==> src/rtl/lcd_pkg.sv <==
// lcd_pkg: definitions shared by the HD44780 read engine and the write controller.
//   - FSM state encodings (IDLE, SETUP, E_HIGH, E_LOW)
//   - ns/us to clock-cycle conversion, clamped to [1, 2^CNT_W-1]
//   - location of the busy flag and address-counter field in a status byte
package lcd_pkg;

  typedef logic [1:0] lcd_state_t;

  localparam lcd_state_t ST_IDLE   = 2'd0;
  localparam lcd_state_t ST_SETUP  = 2'd1;
  localparam lcd_state_t ST_E_HIGH = 2'd2;
  localparam lcd_state_t ST_E_LOW  = 2'd3;

  localparam int BF_BIT = 7;  // busy flag position in a status byte
  localparam int AC_MSB = 6;  // address counter occupies [AC_MSB:0]

  localparam int     CNT_W   = 24;
  localparam longint CNT_MAX = 64'sd16777215;

  function automatic logic [CNT_W-1:0] clamp_cycles(input longint n);
    longint c;
    c = n;
    if (c < 1) c = 1;
    if (c > CNT_MAX) c = CNT_MAX;
    return c[CNT_W-1:0];
  endfunction

  // N = max(1, CLK_FREQ/1e6 * T_ns / 1000)
  function automatic logic [CNT_W-1:0] ns_to_cycles(input longint clk_freq, input longint t_ns);
    return clamp_cycles((clk_freq / 1000000) * t_ns / 1000);
  endfunction

  function automatic logic [CNT_W-1:0] us_to_cycles(input longint clk_freq, input longint t_us);
    return clamp_cycles((clk_freq / 1000000) * t_us);
  endfunction

endpackage

==> src/rtl/lcd_reader_if.sv <==
// lcd_reader_if: request/response and LCD pin bundle of the read engine.
//   slave  : the read engine (lcd_reader)
//   master : the requester together with the LCD data input path
interface lcd_reader_if;
  logic       req;
  logic       req_rs;
  logic [7:0] d_in;
  logic       rs;
  logic       rw;
  logic       e;
  logic       bus_release;
  logic       ready;
  logic       rd_valid;
  logic [7:0] rd_data;
  logic       busy_bit;
  logic [6:0] addr_count;
  logic       timeout;

  modport master (
    output req, req_rs, d_in,
    input  rs, rw, e, bus_release, ready, rd_valid, rd_data, busy_bit, addr_count, timeout
  );

  modport slave (
    input  req, req_rs, d_in,
    output rs, rw, e, bus_release, ready, rd_valid, rd_data, busy_bit, addr_count, timeout
  );
endinterface

==> src/rtl/lcd_delay_counter.sv <==
// lcd_delay_counter: load-and-count-down phase timer.
//   clock, internal_reset : clock and asynchronous active-high reset
//   load, load_val        : restart the count at load_val (use N-1 for an N-cycle phase)
//   done                  : high while the count is zero
// Counts down and saturates at zero, so it never wraps.
module lcd_delay_counter
  import lcd_pkg::*;
(
  input  logic             clock,
  input  logic             internal_reset,
  input  logic             load,
  input  logic [CNT_W-1:0] load_val,
  output logic             done
);

  logic [CNT_W-1:0] count;

  always_ff @(posedge clock or posedge internal_reset) begin
    if (internal_reset) begin
      count <= '0;
    end else if (load) begin
      count <= load_val;
    end else if (count != '0) begin
      count <= count - CNT_W'(1);
    end
  end

  assign done = (count == '0);

endmodule

==> src/rtl/lcd_reader.sv <==
// lcd_reader: HD44780 read-cycle engine (RW=1 cycles for busy flag/AC or a RAM byte).
//   clock, internal_reset : clock and asynchronous active-high reset
//   bus (slave)           : req/req_rs in, d_in from the LCD, rs/rw/e pins,
//                           bus_release, ready, rd_valid/rd_data/busy_bit/addr_count,
//                           timeout
// Macro LCD_BUSY_POLL_EN: status requests repeat the read cycle while BF=1, aborting
// with a timeout pulse after POLL_TIMEOUT_US. Without it every request is one cycle
// and timeout stays 0.
module lcd_reader
  import lcd_pkg::*;
#(
  parameter int CLK_FREQ        = 100000000,
  parameter int T_AS_NS         = 50,
  parameter int T_EH_NS         = 250,
  parameter int T_EL_NS         = 250,
  parameter int POLL_TIMEOUT_US = 2000
) (
  input  logic     clock,
  input  logic     internal_reset,
  lcd_reader_if.slave bus
);

  localparam logic [CNT_W-1:0] AS_LD = ns_to_cycles(CLK_FREQ, T_AS_NS) - CNT_W'(1);
  localparam logic [CNT_W-1:0] EH_LD = ns_to_cycles(CLK_FREQ, T_EH_NS) - CNT_W'(1);
  localparam logic [CNT_W-1:0] EL_LD = ns_to_cycles(CLK_FREQ, T_EL_NS) - CNT_W'(1);

  lcd_state_t       state;
  logic             rs_q, rw_q, e_q, rel_q, ready_q, vld_q, to_q, bf_q;
  logic [7:0]       data_q;
  logic [6:0]       ac_q;
  logic             ph_load, ph_done;
  logic [CNT_W-1:0] ph_val;
  logic             start;
  logic             poll_again, poll_abort;

  assign start = (state == ST_IDLE) && bus.req;

`ifdef LCD_BUSY_POLL_EN
  localparam logic [CNT_W-1:0] TO_LD = us_to_cycles(CLK_FREQ, POLL_TIMEOUT_US) - CNT_W'(1);
  logic busy_seen, to_done;

  // Total poll time is measured from request acceptance, across all repeats.
  lcd_delay_counter u_poll_timer (
    .clock          (clock),
    .internal_reset (internal_reset),
    .load           (start),
    .load_val       (TO_LD),
    .done           (to_done)
  );

  assign busy_seen  = !rs_q && data_q[BF_BIT];
  assign poll_again = busy_seen && !to_done;
  assign poll_abort = busy_seen && to_done;
`else
  if (POLL_TIMEOUT_US < 1) begin : g_poll_param_check
    $error("POLL_TIMEOUT_US must be positive");
  end
  assign poll_again = 1'b0;
  assign poll_abort = 1'b0;
`endif

  // One timer serves all three phases; it is reloaded on each phase transition.
  always_comb begin
    ph_load = 1'b0;
    ph_val  = AS_LD;
    unique case (state)
      ST_IDLE:   if (bus.req) begin ph_load = 1'b1; ph_val = AS_LD; end
      ST_SETUP:  if (ph_done) begin ph_load = 1'b1; ph_val = EH_LD; end
      ST_E_HIGH: if (ph_done) begin ph_load = 1'b1; ph_val = EL_LD; end
      ST_E_LOW:  if (ph_done && poll_again) begin ph_load = 1'b1; ph_val = AS_LD; end
      default:   ;
    endcase
  end

  lcd_delay_counter u_phase_timer (
    .clock          (clock),
    .internal_reset (internal_reset),
    .load           (ph_load),
    .load_val       (ph_val),
    .done           (ph_done)
  );

  always_ff @(posedge clock or posedge internal_reset) begin
    if (internal_reset) begin
      state   <= ST_IDLE;
      rs_q    <= 1'b0;
      rw_q    <= 1'b0;
      e_q     <= 1'b0;
      rel_q   <= 1'b0;
      ready_q <= 1'b1;
      vld_q   <= 1'b0;
      to_q    <= 1'b0;
      data_q  <= '0;
      bf_q    <= 1'b0;
      ac_q    <= '0;
    end else begin
      vld_q <= 1'b0;
      to_q  <= 1'b0;
      case (state)
        ST_IDLE: begin
          if (bus.req) begin
            rs_q    <= bus.req_rs;
            rw_q    <= 1'b1;
            rel_q   <= 1'b1;
            ready_q <= 1'b0;
            state   <= ST_SETUP;
          end
        end
        ST_SETUP: begin
          if (ph_done) begin
            e_q   <= 1'b1;
            state <= ST_E_HIGH;
          end
        end
        ST_E_HIGH: begin
          // d_in has settled well before the end of E high; sampled directly.
          if (ph_done) begin
            data_q <= bus.d_in;
            e_q    <= 1'b0;
            state  <= ST_E_LOW;
          end
        end
        ST_E_LOW: begin
          if (ph_done) begin
            if (poll_again) begin
              state <= ST_SETUP;  // rw/rs stay asserted between poll repeats
            end else begin
              rw_q    <= 1'b0;
              rel_q   <= 1'b0;
              ready_q <= 1'b1;
              state   <= ST_IDLE;
              if (!rs_q) begin
                bf_q <= data_q[BF_BIT];
                ac_q <= data_q[AC_MSB:0];
              end
              if (poll_abort) to_q  <= 1'b1;
              else            vld_q <= 1'b1;
            end
          end
        end
        default: state <= ST_IDLE;
      endcase
    end
  end

  assign bus.rs          = rs_q;
  assign bus.rw          = rw_q;
  assign bus.e           = e_q;
  assign bus.bus_release = rel_q;
  assign bus.ready       = ready_q;
  assign bus.rd_valid    = vld_q;
  assign bus.rd_data     = data_q;
  assign bus.busy_bit    = bf_q;
  assign bus.addr_count  = ac_q;
  assign bus.timeout     = to_q;

endmodule
==> src/flat_wrapper.sv <==
// flat-port wrapper written by rule: the top's interface ports become plain ports
module lcd_reader_flat import lcd_pkg::*;
#(
  parameter int CLK_FREQ        = 100000000,
  parameter int T_AS_NS         = 50,
  parameter int T_EH_NS         = 250,
  parameter int T_EL_NS         = 250,
  parameter int POLL_TIMEOUT_US = 2000
)
  (clock, internal_reset, bus_req, bus_req_rs, bus_d_in, bus_rs, bus_rw, bus_e, bus_bus_release, bus_ready, bus_rd_valid, bus_rd_data, bus_busy_bit, bus_addr_count, bus_timeout);
  lcd_reader_if bus_i ();
  input  logic clock;
  input  logic internal_reset;
  input wire logic [$bits(bus_i.req)-1:0] bus_req;
  input wire logic [$bits(bus_i.req_rs)-1:0] bus_req_rs;
  input wire logic [$bits(bus_i.d_in)-1:0] bus_d_in;
  output wire logic [$bits(bus_i.rs)-1:0] bus_rs;
  output wire logic [$bits(bus_i.rw)-1:0] bus_rw;
  output wire logic [$bits(bus_i.e)-1:0] bus_e;
  output wire logic [$bits(bus_i.bus_release)-1:0] bus_bus_release;
  output wire logic [$bits(bus_i.ready)-1:0] bus_ready;
  output wire logic [$bits(bus_i.rd_valid)-1:0] bus_rd_valid;
  output wire logic [$bits(bus_i.rd_data)-1:0] bus_rd_data;
  output wire logic [$bits(bus_i.busy_bit)-1:0] bus_busy_bit;
  output wire logic [$bits(bus_i.addr_count)-1:0] bus_addr_count;
  output wire logic [$bits(bus_i.timeout)-1:0] bus_timeout;
  assign bus_i.req = bus_req;
  assign bus_i.req_rs = bus_req_rs;
  assign bus_i.d_in = bus_d_in;
  assign bus_rs = bus_i.rs;
  assign bus_rw = bus_i.rw;
  assign bus_e = bus_i.e;
  assign bus_bus_release = bus_i.bus_release;
  assign bus_ready = bus_i.ready;
  assign bus_rd_valid = bus_i.rd_valid;
  assign bus_rd_data = bus_i.rd_data;
  assign bus_busy_bit = bus_i.busy_bit;
  assign bus_addr_count = bus_i.addr_count;
  assign bus_timeout = bus_i.timeout;
  lcd_reader #(.CLK_FREQ(CLK_FREQ), .T_AS_NS(T_AS_NS), .T_EH_NS(T_EH_NS), .T_EL_NS(T_EL_NS), .POLL_TIMEOUT_US(POLL_TIMEOUT_US)) u_core (.clock(clock), .internal_reset(internal_reset), .bus(bus_i));
endmodule
==> config.mk <==
export PLATFORM = sky130hd
export DESIGN_NAME = lcd_reader_flat
export DESIGN_NICKNAME = d
export VERILOG_FILES = /design/src/rtl/lcd_pkg.sv /design/src/rtl/lcd_reader_if.sv /design/src/rtl/lcd_delay_counter.sv /design/src/rtl/lcd_reader.sv /design/src/flat_wrapper.sv
export SDC_FILE = /design/constraint.sdc
export NUM_CORES = 1
export LEC_CHECK = 0
export BUFFER_PORTS_ARGS = -buffer_cell sky130_fd_sc_hd__buf_2
export CORE_MARGIN = 2
export CORE_UTILIZATION = 40
export CTS_BUF_LIST = sky130_fd_sc_hd__clkbuf_8
export CTS_CLUSTER_DIAMETER = 100
export DETAILED_ROUTE_END_ITERATION = 10
export GPL_TIMING_DRIVEN = 0
export SETUP_SLACK_MARGIN = 0.4
export SKIP_LAST_GASP = 1
export SLEW_MARGIN = 20
export SYNTH_ARGS = -nofsm -noshare
export SYNTH_HDL_FRONTEND = slang
export SYNTH_HIERARCHICAL = 1
export SYNTH_SLANG_ARGS = --single-unit
==> constraint.sdc <==
create_clock -name clock -period 6.19 [get_ports clock]
set_input_delay 1.238 -clock clock [delete_from_list [all_inputs] [get_ports clock]]
set_output_delay 1.238 -clock clock [all_outputs]
set_load 0.005 [all_outputs]
## Word-level counts from Yosys, hierarchy flattened

Cells that the tools add are included.

| word-level totals | value |
|---|---|
| bits in registers | 47 |
| input bits | 12 |
| word-level logic and storage cells | 53 |

| operators by class | value |
|---|---|
| $add $sub $neg | 1 |
| eq/ne operators | 7 |
| multiplexer cells | 20 |
| bitwise operators | 1 |
| reduce and logical (&&, ||, !) cells | 14 |

Operators with widths:

| cell | number |
|---|---|
| $mux W24 | 2 |
| $pmux W24 S2 | 1 |
| $logic_not A24 Y1 | 1 |
| $reduce_bool A24 Y1 | 1 |
| $sub A24 B1 Y24 const B | 1 |
| $reduce_and A3 Y1 | 3 |
| $mux W2 | 4 |
| $pmux W2 S4 | 1 |
| $mux W1 | 7 |
| $ne A2 B1 Y1 const B | 3 |
| $pmux W1 S2 | 3 |
| $reduce_bool A2 Y1 | 3 |
| $mux W5 | 1 |
| $eq A2 B2 Y1 const B | 2 |
| $reduce_and A2 Y1 | 2 |
| $reduce_and A4 Y1 | 1 |
| $reduce_or A2 Y1 | 2 |
| $pmux W1 S3 | 1 |
| $eq A2 B1 Y1 const B | 1 |
| $logic_not A2 Y1 | 1 |
| $ne A2 B2 Y1 const B | 1 |
| $not A1 Y1 | 1 |

## Logic depth before layout (Yosys ltp)

| depth | value |
|---|---|
| word-level depth | 4 |
| mapped depth | 13 |
| gate-level depth less buffers | 11 |

## Modules after synthesis

Netlist, hierarchy kept.

Modules (own cells, without submodules):

| module | times used | cells an instance | area each (µm²) |
|---|---|---|---|
| lcd_delay_counter | 1 | 178 | 1581.5 |
| lcd_reader | 1 | 78 | 1052.3 |

## Worst setup path after synthesis

OpenSTA, ideal clock, no wires.

| timing path | value |
|---|---|
| path type | reg-to-reg |
| start | reg u_core.u_phase_timer.count[0] |
| end | reg u_core.u_phase_timer.count[20] |
| library setup time | 0.065 ns |
| data arrival time | 2.683 ns |
| path slack | 3.442 ns |
| cell stages (with the launch flop) | 12 |
| path buffers | 3 |
| clock period less this slack | 2.748 ns |
| cells stage by stage | dfrtp_1 inv_1 ha_1 nor4b_1 nand4_1 nor2_1 buf_6 nand2_1 o21ai_0 clkbuf_1 clkbuf_1 o221a_2 |

| between the ends | value |
|---|---|
| word-level cells in the longest chain between the ends | 4 |
| elaborated cells between the ends (all ways) | 8 |

RTL lines:

| item | line | text |
|---|---|---|
| from (decl) | lcd_delay_counter.sv:16 | `logic [CNT_W-1:0] count;` |
| from (signal assigned) | lcd_delay_counter.sv:22 | `count <= load_val;` |
| from (signal assigned) | lcd_delay_counter.sv:24 | `count <= count - CNT_W'(1);` |
| $logic_not A24 Y1 * | lcd_delay_counter.sv:28 | `assign done = (count == '0);` |
| named net u_core.ph_done | lcd_reader.sv:31 | `logic ph_load, ph_done;` |
| $mux W1 * | - |  |
| $pmux W1 S3 * | lcd_reader.sv:66 | `unique case (state)` |
| named net u_core.ph_load | lcd_reader.sv:31 |  |
| $mux W24 or $reduce_bool A2 Y1 (tied branches) | - |  |

Mark *: on every way through the listed nets, which the timed path passes. The rest lies on a longest branch. The select of a mux whose other input is x is not followed.
A chain may end at the register's enable or synchronous reset.

## Worst setup path in the final report

Same ends and word-level chain as after synthesis.

==> flow_metrics.env <==
export IMPL_path_cells="inv_1, ha_1, nor4b_1, nand4_1, nor2_1, buf_6, nand2_1, o21ai_0, clkbuf_1, clkbuf_1, o221a_2"
export IMPL_hold_buffers=0
export IMPL_coreArea_mm2=0.006350
export IMPL_crit_required_ps=6440
export IMPL_hold_class="reg -> reg"
export IMPL_yosysSeqAreaShare_pct=44.70
export IMPL_final_common_cell="dfrtp_1"
export IMPL_cts_buffers=5
export IMPL_synth_cell_types=57
export IMPL_p_per_area_mw_per_mm2=391.2
export IMPL_cp_top_family="buffers and inverters"
export IMPL_grt_pass1_wl_um=10330
export IMPL_clk_path_buf_depth=2
export IMPL_worst_slack_ps=2491
export IMPL_final_cell_mix="dfrtp_1 (46), buf_2 (34), conb_1 (22), nor2_1 (20), mux2_2 (17)"
export IMPL_die_w_um=85.15
export IMPL_dp_hpwl_um=4283
export IMPL_r2r_start="u_core/u_phase_timer/count[0]"
export IMPL_ys_ff_latch=47
export IMPL_fmaxAchievable_mhz=270.4
export IMPL_regArea_mm2=0.001177
export IMPL_yosysTopAreaCell="dfrtp_1"
export IMPL_synthFlopType="dfrtp_1"
export IMPL_cp_start_kind="flip-flop"
export IMPL_synthXorXnorAreaFrac_pct=1.663
export IMPL_slew_violations=0
export IMPL_postSynthAreaPerCell_um2=10.29
export IMPL_post_route_period_util_pct=59.75
export IMPL_routedWlPerCell_um=15.19
export IMPL_nNetsFinal=337
export IMPL_postSynthCellCount=256
export IMPL_antenna_cells=0
export IMPL_finalSetupTns_ps=0
export IMPL_multiInputGateArea_mm2=0.001421
export IMPL_hold_start="u_core/bus.addr_count[5]"
export IMPL_clock_skew_ps=5.775
export IMPL_io_buffers=33
export IMPL_hold_violations=0
export IMPL_synth_fa_ha_area_share_pct=3.800
export IMPL_place_gp_congestion=0.8192
export IMPL_irDropWorstVdd_mv=0.1483
export IMPL_num_rows=29
export IMPL_drive_above_1_share_pct=25.47
export IMPL_cts_tree="yes"
export IMPL_detailedPlace_worstSlack_ps=2479
export IMPL_antenna_found_initial=0
export IMPL_clock_sinks=47
export IMPL_cp_common_cell="clkbuf_1"
export IMPL_maxCapViolCount=0
export IMPL_initialDrtViolationCount=149
export IMPL_firstDrtPassIters=4
export IMPL_via_count=2134
export IMPL_cts_resized=0
export IMPL_clk_latency_ps=300
export IMPL_synthMuxAreaShare_pct=8.219
export IMPL_fill_cells=587
export IMPL_period_needed_ps=3699
export IMPL_wl_um=6002
export IMPL_rsz0062_at_grt="no"
export IMPL_synth_top_family_by_area="simple AND/OR/NAND/NOR gates"
export IMPL_status="finished clean"
export IMPL_root_buffer="clkbuf_8"
export IMPL_synth_top_cell_area_share_pct=43.71
export IMPL_synth_simple_area_share_pct=20.67
export IMPL_clk_pin_slew_ps=100
export IMPL_critPathKind="reg -> reg"
export IMPL_ctsHtreeMaxLevel=2
export IMPL_die_h_um=85.15
export IMPL_cts_setup_buffers=0
export IMPL_yosysWarnings=6
export IMPL_cp_data_arrival_time_ps=3950
export IMPL_grt_overflow=0
export IMPL_start_util_pct=41.48
export IMPL_routed_via_density=5.403
export IMPL_design_die_area_mm2=0.007250
export IMPL_grt_max_degree=25
export IMPL_io_pins=35
export IMPL_slew_limit_headroom_pct=39.25
export IMPL_cellLeakagePower_nw=1.350
export IMPL_synth_edf_count=0
export IMPL_grt_pass1_vias=2087
export IMPL_synthTopCellsByArea="dfrtp_1 (44%), mux2_2 (7.3%), ha_1 (3.8%)"
export IMPL_track_usage_pct=17.83
export IMPL_postRouteAntennaNets=0
export IMPL_critical_path_buf_inv_count=4
export IMPL_crit_start="u_core/u_phase_timer/count[0]"
export IMPL_hold_ws_ps=508.2
export IMPL_drc=0
export IMPL_async_flop_share_pct=100.0
export IMPL_cpPeakStageDelay_ps=550
export IMPL_finalSetupViolCount=0
export IMPL_worst_slew_pin_slew_ps=905.6
export IMPL_critPathMaxFanout=10
export IMPL_end_kind="flip-flop"
export IMPL_netlist_area_mm2=0.002634
export IMPL_area_growth_pct=17.29
export IMPL_synth_compound_area_share_pct=16.48
export IMPL_cpMaxStageDelayCell="clkbuf_1"
-- cells in the mapped netlist, types with 4 or more instances --
cell type  count
a21oi_1       12
a31oi_1        8
and2_1         4
clkbuf_1       8
dfrtp_1       46
ha_1           8
inv_1         14
mux2_2        17
nand2_1       15
nand4_1        4
nor2_1        20
nor3_1         9
nor4_1         6
o21ai_0       11
o31ai_1        6
o41ai_1        6
or4_1          5
xnor2_1        4
-- sequential cells by signal, summed over array words and instances (netlist names) --
signal	flops
u_core/u_phase_timer/count	24
u_core/bus.rd_data	8
u_core/bus.addr_count	7
u_core/state	2
u_core/bus.bus_release	1
u_core/bus.busy_bit	1
u_core/bus.e	1
u_core/bus.rd_valid	1
u_core/bus.ready	1
u_core/bus.rs	1
-- layer usage --
layer  vias to the layer above  share of wire (%)  global-route usage [%]
met1                      1046                 46                   24.81
met3                         2                4.5                   2.918
met5                         -                  0                       0
met2                        39                 49                   29.19
met4                         0               0.45                   4.329
li1                       1047                  -                       -
-- final timing paths --
kind | depth (start not counted) | endpoint | slack, ps
hold reg to reg | 1 | u_core/bus.addr_count[5] | 510
setup reg to reg | 11 | u_core/u_phase_timer/count[20] | 2490
min in group asynchronous | 2 | u_core/u_phase_timer/count[12] | 1010
hold / removal | 1 | u_core/bus.addr_count[5] | 510
setup / recovery | 11 | u_core/u_phase_timer/count[20] | 2490
max in group asynchronous | 2 | u_core/bus.rs | 4530
-- per-stage QoR --
stage / power [mW] / util [%] / std cells / cell area (um^2)
2_1_floorplan: 0.8564 / - / 277 / 2713
3_3_place_gp: 0.9661 / 46.84 / 387 / 2974
3_5_place_dp: 0.9756 / 46.84 / 387 / 2974
4_1_cts: 1.217 / 48.65 / 395 / 3089
5_1_grt: 1.303 / 48.65 / 395 / 3089
6_report: 1.209 / 48.65 / 395 / 3089
-- cells by family (layout without fill, tap and decap cells) --
family | after synthesis | count (layout)
muxes | 19 | 19
DFF | 47 | 47
other | 1 | 22
AOI/OAI and AO/OA | 62 | 62
and+or+nand+nor | 88 | 88
buffers and inverters | 26 | 67
adders and majority gates | 8 | 8
xor gates and xnor gates | 5 | 5
-- worst register-to-register path: stages, from the launching register on --
cell      delay, ps
dfrtp_1         440
inv_1           120
ha_1            140
nor4b_1         450
nand4_1         160
nor2_1          240
buf_6           190
nand2_1          90
o21ai_0         500
clkbuf_1        460
clkbuf_1        550
o221a_2         290
-- cell type report --
cell class,instances,share of cell area [%]
buffer,12,1.985
clock buffer,5,2.228
clock inverter,3,1.499
inverter,14,1.701
multi-input combinational,204,46.01
sequential,47,38.11
tap,77,3.119
timing repair buffer,33,5.346
-- power by group --
group          total, mW  internal (mW)  switching [mW]
Combinational      0.448          0.202           0.246
Clock              0.235          0.122           0.114
Sequential         0.525          0.399           0.126
Total               1.21          0.724           0.485
Power figures use the tool's default switching activity.
